==> src/rtl/alu_exec_unit.sv <==
// Execute-stage ALU: single-cycle logic/add/sub, iterative shifts (SHIFT_STEP bits per cycle),
// valid/ready on both sides with a registered result and zero flag.
module alu_exec_unit #(
  parameter int unsigned XLEN       = 32,
  parameter int unsigned SHIFT_STEP = 1
) (
  input  logic            clk,
  input  logic            rst_n,
  input  logic            flush,
  input  logic            in_valid,
  output logic            in_ready,
  input  logic [3:0]      alu_ctrl,
  input  logic [XLEN-1:0] op_a,
  input  logic [XLEN-1:0] op_b,
  output logic            out_valid,
  input  logic            out_ready,
  output logic [XLEN-1:0] result,
  output logic            zero,
  output logic            illegal,
  output logic            busy
);

  localparam int unsigned SW = $clog2(XLEN);
  localparam logic [SW-1:0] StepW = SW'(SHIFT_STEP);

  localparam logic [3:0] CtrlAnd = 4'b0000;
  localparam logic [3:0] CtrlOr  = 4'b0001;
  localparam logic [3:0] CtrlAdd = 4'b0010;
  localparam logic [3:0] CtrlSub = 4'b0110;
  localparam logic [3:0] CtrlSll = 4'b1000;
  localparam logic [3:0] CtrlSrl = 4'b1001;
  localparam logic [3:0] CtrlSra = 4'b1010;

  generate
    if (SHIFT_STEP < 1 || SHIFT_STEP > XLEN / 2 || (SHIFT_STEP & (SHIFT_STEP - 1)) != 0) begin : g_bad_step
      $error("SHIFT_STEP must be a power of two in 1..XLEN/2");
    end
  endgenerate

  typedef enum logic [1:0] {StIdle, StShift, StDone} state_e;
  typedef enum logic [1:0] {ShSll, ShSrl, ShSra} shop_e;

  state_e          r_state, w_state_nxt;
  shop_e           r_shop, w_shop_nxt;
  logic [XLEN-1:0] r_result, w_result_nxt;
  logic [SW-1:0]   r_remaining, w_remaining_nxt;
  logic            r_zero;
  logic            r_illegal, w_illegal_nxt;
  logic            w_load;
  logic            w_accept;
  logic [SW-1:0]   w_shamt;
  logic [SW-1:0]   w_step;
  logic [SW-1:0]   w_rem_after;
  logic [XLEN-1:0] w_shifted;

  assign w_accept  = in_valid && in_ready;
  assign w_shamt   = op_b[SW-1:0];
  assign in_ready  = (r_state == StIdle) && !flush;
  assign out_valid = (r_state == StDone) && !flush;
  assign busy      = (r_state != StIdle);
  assign result    = r_result;
  assign zero      = r_zero;
  assign illegal   = r_illegal;

  // Each SHIFT cycle moves by min(SHIFT_STEP, remaining).
  always_comb begin
    w_step      = (r_remaining < StepW) ? r_remaining : StepW;
    w_rem_after = r_remaining - w_step;
    w_shifted   = r_result;
    unique case (r_shop)
      ShSll:   w_shifted = r_result << w_step;
      ShSrl:   w_shifted = r_result >> w_step;
      ShSra:   w_shifted = $unsigned($signed(r_result) >>> w_step);
      default: w_shifted = r_result;
    endcase
  end

  always_comb begin
    w_state_nxt     = r_state;
    w_shop_nxt      = r_shop;
    w_result_nxt    = r_result;
    w_remaining_nxt = r_remaining;
    w_illegal_nxt   = r_illegal;
    w_load          = 1'b0;

    case (r_state)
      StIdle: begin
        if (w_accept) begin
          w_load        = 1'b1;
          w_illegal_nxt = 1'b0;
          w_state_nxt   = StDone;
          case (alu_ctrl)
            CtrlAnd: w_result_nxt = op_a & op_b;
            CtrlOr:  w_result_nxt = op_a | op_b;
            CtrlAdd: w_result_nxt = op_a + op_b;
            CtrlSub: w_result_nxt = op_a - op_b;
            CtrlSll, CtrlSrl, CtrlSra: begin
              w_result_nxt    = op_a;
              w_remaining_nxt = w_shamt;
              w_shop_nxt      = (alu_ctrl == CtrlSll) ? ShSll :
                                (alu_ctrl == CtrlSrl) ? ShSrl : ShSra;
              if (w_shamt != '0) w_state_nxt = StShift;
            end
            default: begin
              w_result_nxt  = '0;
              w_illegal_nxt = 1'b1;
            end
          endcase
        end
      end
      StShift: begin
        w_load          = 1'b1;
        w_result_nxt    = w_shifted;
        w_remaining_nxt = w_rem_after;
        if (w_rem_after == '0) w_state_nxt = StDone;
      end
      StDone: begin
        if (out_ready) w_state_nxt = StIdle;
      end
      default: w_state_nxt = StIdle;
    endcase

    if (flush) w_state_nxt = StIdle;
  end

  always_ff @(posedge clk or negedge rst_n) begin
    if (!rst_n) begin
      r_state     <= StIdle;
      r_shop      <= ShSll;
      r_result    <= '0;
      r_remaining <= '0;
      r_zero      <= 1'b0;
      r_illegal   <= 1'b0;
    end else begin
      r_state     <= w_state_nxt;
      r_shop      <= w_shop_nxt;
      r_remaining <= w_remaining_nxt;
      r_illegal   <= w_illegal_nxt;
      // zero tracks result only when result itself is written.
      if (w_load) begin
        r_result <= w_result_nxt;
        r_zero   <= (w_result_nxt == '0);
      end
    end
  end

endmodule

==> config.mk <==
export PLATFORM = sky130hd
export DESIGN_NAME = alu_exec_unit
export DESIGN_NICKNAME = d
export VERILOG_FILES = /design/src/rtl/alu_exec_unit.sv
export SDC_FILE = /design/constraint.sdc
export NUM_CORES = 1
export LEC_CHECK = 0
export ABC_AREA = 0
export BUFFER_PORTS_ARGS = -buffer_cell sky130_fd_sc_hd__buf_2
export CORE_ASPECT_RATIO = 0.75
export CORE_UTILIZATION = 40
export DETAILED_ROUTE_END_ITERATION = 10
export GPL_ROUTABILITY_DRIVEN = 0
export SYNTH_ARGS = -nofsm -noshare
export SYNTH_HDL_FRONTEND = slang
export SYNTH_SLANG_ARGS = --single-unit
==> constraint.sdc <==
create_clock -name clk -period 3.8 [get_ports clk]
set_clock_uncertainty 0.15 [all_clocks]
set_input_delay 0.57 -clock clk [delete_from_list [all_inputs] [get_ports clk]]
set_output_delay 0.57 -clock clk [all_outputs]
set_load 0.01 [all_outputs]
==> results_dict.tcl <==
set metrics [dict create \
    dieArea_um2 18700 \
    drc 0 \
    numCtsBuffers 5 \
    areaGrowthSynthToFinish_pct 46.6 \
    grt_usage 0.348 \
    cpPeakStageDelay_ns 0.57 \
    grt-ovfl-total 0 \
    worstMarginPinSlew_ns 1.04 \
    p_leak_uw 0.00479 \
    io_buffers 109 \
    combPwrFrac 0.672 \
    cts_root_buffer "clkbuf_16" \
    wl_per_cell_um 20.6 \
    cts.sinks 43 \
    status "finished with violations" \
    grt_pass1_vias 8756 \
    grt_max_degree 44 \
    clock_latency_ns 0.30 \
    fin_crit_sh 1.30 \
    instances_no_fill 1583 \
    yosys_warnings 0 \
    hold_viol 0 \
    synth_edf_count 0 \
    clkTransAtPathRegs_ns 0.07 \
    num_antenna_cells 0 \
    syn-num-nets 1122 \
    slew_headroom 0.306 \
    setup_violations 18 \
    synth.area.top_cells "dfrtp_1 15%, o21ai_0 6.8%, ha_1 6.2%" \
    finalCriticalPeriod_ns 4.94 \
    critPathSlowestCell "or4_4" \
    switching_share 0.492 \
    pin_count 110 \
    synth_area_per_cell_um2 7.18 \
    synth_most_common_cell "o21ai_0" \
    wl_met1_mm 14.8 \
    cts_buffer_depth 2 \
    firstDrtPassIters 6 \
    vias 9756 \
    syn-cell-area_um2 7270 \
    antenna_found_initial 1 \
    fp.dieW_um 158 \
    fillers 1640 \
    p_int_uw 2250 \
    met3WireLength_mm 4.80 \
    path_buf_inv 1 \
    grt_pass1_wl_mm 50.1 \
    drt-total-wl_mm 32.6 \
    dpl.hpwl_mm 25.9 \
    initial_utilization 0.411 \
    criticalPathCategory "input port to flip-flop" \
    yosysUniqueCellTypes 90 \
    synth_cells 1012 \
    cp-start-kind "input port" \
    rsz0062_at_grt "true" \
    holdCritPathClass "input port to async pin" \
    clockPowerShare 0.104 \
    cp.required_ns 3.87 \
    fmax_mhz 202 \
    r2r_cells 13 \
    synthFlopType "dfrtp_1" \
    final-max-slew-violation-count 0 \
    p_seq_frac 0.225 \
    vdd_drop_max_uv 288 \
    placed_cells 1560 \
    critPathArrivalTime_ns 5.01 \
    critPathMaxFanout 4 \
    top_layer_used "met5" \
    hold_slack_ns 0.311 \
    crit_family "simple AND/OR/NAND/NOR gates" \
    dp_slack_ns -1.54 \
    drv_cap 0 \
    worstSetupEndpointType "flip-flop" \
    hold_buffers 0 \
    setup_tns_ns -5.55 \
    netlist.top_cell.by_area "dfrtp_1" \
    nNetsFinal 1450 \
    rrSetupSlack_ns 0.07 \
    cellPowerDensity_nw_per_um2 416 \
    r2r_start "r_remaining[0]" \
    ys_seq_area_frac 0.148 \
    utilization 0.602 \
    violations "setup timing" \
    drive_above_1_share 0.372 \
    yosys-top-cells-count "99 x o21ai_0, 84 x a21oi_1, 83 x nand2_1" \
    p_sw_uw 2180 \
    ys_seq_elements 43 \
    cts_tree "built" \
    layout_setup_ws_ns -1.14 \
    drt_iter0_drc 1223 \
    met2WireLength_mm 12.6 \
    die_h_um 119 \
    ant_nets 0 \
    synth.top_cell.area_share 0.148 \
    crit_chain "buf_6 -> or4_4 -> nor4b_4 -> nand2_2 -> or2_4 -> o21ai_2 -> xor2_1 -> ha_1 -> nand2_2 -> o21a_1 -> nand3_2 -> a41oi_4 -> a2111oi_4 -> or3_1 -> a31o_1 -> or3_1 -> or4_1 -> o21ai_1" \
    placementRows 42 \
    htree_levels 2 \
    r2r-end "zero" \
    synthArstFlopShare 1.00 \
    vias_per_cell 6.16 \
    coreArea_um2 17700 \
]
## registers in the layout, indices dropped and copies added (netlist names)
name / count
r_remaining: 5
zero: 1
result: 32
illegal: 1
r_shop: 2
r_state: 2
## layout make-up
cell class	instances	area [um2]	area share
multi-input cells	867	6260	0.587
clock buffers	7	143	0.0134
well taps	242	303	0.0284
inverters	31	116	0.0109
clock inverters	1	8.76	0.000821
flip-flops and latches	43	1080	0.101
repair buffers	392	2750	0.258
## cell usage in the layout (no fill, tap or decap), drive strengths merged, types with 19 or more instances in the layout
cell and count:
a21o 21, a21oi 85, a221oi 19, buf 392, dfrtp 43, ha 36
inv 30, maj3 19, mux2i 20, nand2 83, nand3 28, nor2 80
nor2b 25, nor3 29, o21ai 102, xor2 21
## power by group through the flow
stage	sequential (uW)	combinational [uW]	clock, uW
after detailed placement	976	2730	0
after global routing	1020	3190	479
after global placement	967	2710	0
after CTS	968	2830	461
final	997	2980	459
after floorplan	898	1500	0
## cell families after synthesis
kind of cell	synth area share
AOI/OAI and AO/OA	0.364
xor gates and xnor gates	0.0470
adders and majority gates	0.0909
buffers and inverters	0.0542
DFF	0.148
muxes	0.0446
and+or+nand+nor	0.252
## routing by layer
layer  vias up  track usage
li1       4537            -
met4         2       0.0619
met1      4522        0.538
met5         -            0
met2       649        0.463
met3        46        0.104
## worst register-to-register path, stage by stage, from the launching register on
cell and delay (ns):
dfrtp_1 0.51, nor2_1 0.20, buf_4 0.18, buf_4 0.14
and3_1 0.21, a211o_1 0.27, a2bb2oi_1 0.18, o311ai_0 0.32
nor4_1 0.37, buf_4 0.17, and4_1 0.21, nand4_1 0.10
or4_1 0.49, o21ai_1 0.13
## through the flow
| stage | area [um2] | total power, uW |
|---|---|---|
| finish | 10700 | 4440 |
| global route | 10700 | 4690 |
| CTS | 10400 | 4260 |
| detailed placement | 9990 | 3710 |
| global placement | 9990 | 3680 |
| floorplan | 7370 | 2400 |
## worst max-delay path by stage
stage / startpoint / end / slack (ns) / depth (start not counted)
5_1_grt: op_b[5] / zero / -1.30 / 18
2_1_floorplan: op_b[5] / zero / -1.15 / 17
6_report: op_b[5] / zero / -1.14 / 18
3_5_place_dp: op_b[5] / zero / -1.54 / 17
3_3_place_gp: op_b[5] / zero / -1.44 / 17
4_1_cts: op_b[5] / zero / -1.01 / 18
## what timing repair did
item                                    CTS  global route
pin swaps                                21            25
buffers inserted                         13             8
endpoints found under the setup margin   18            20
hold endpoints to repair                  0             0
resized for setup                        34            54
Power figures use the tool's default switching activity.
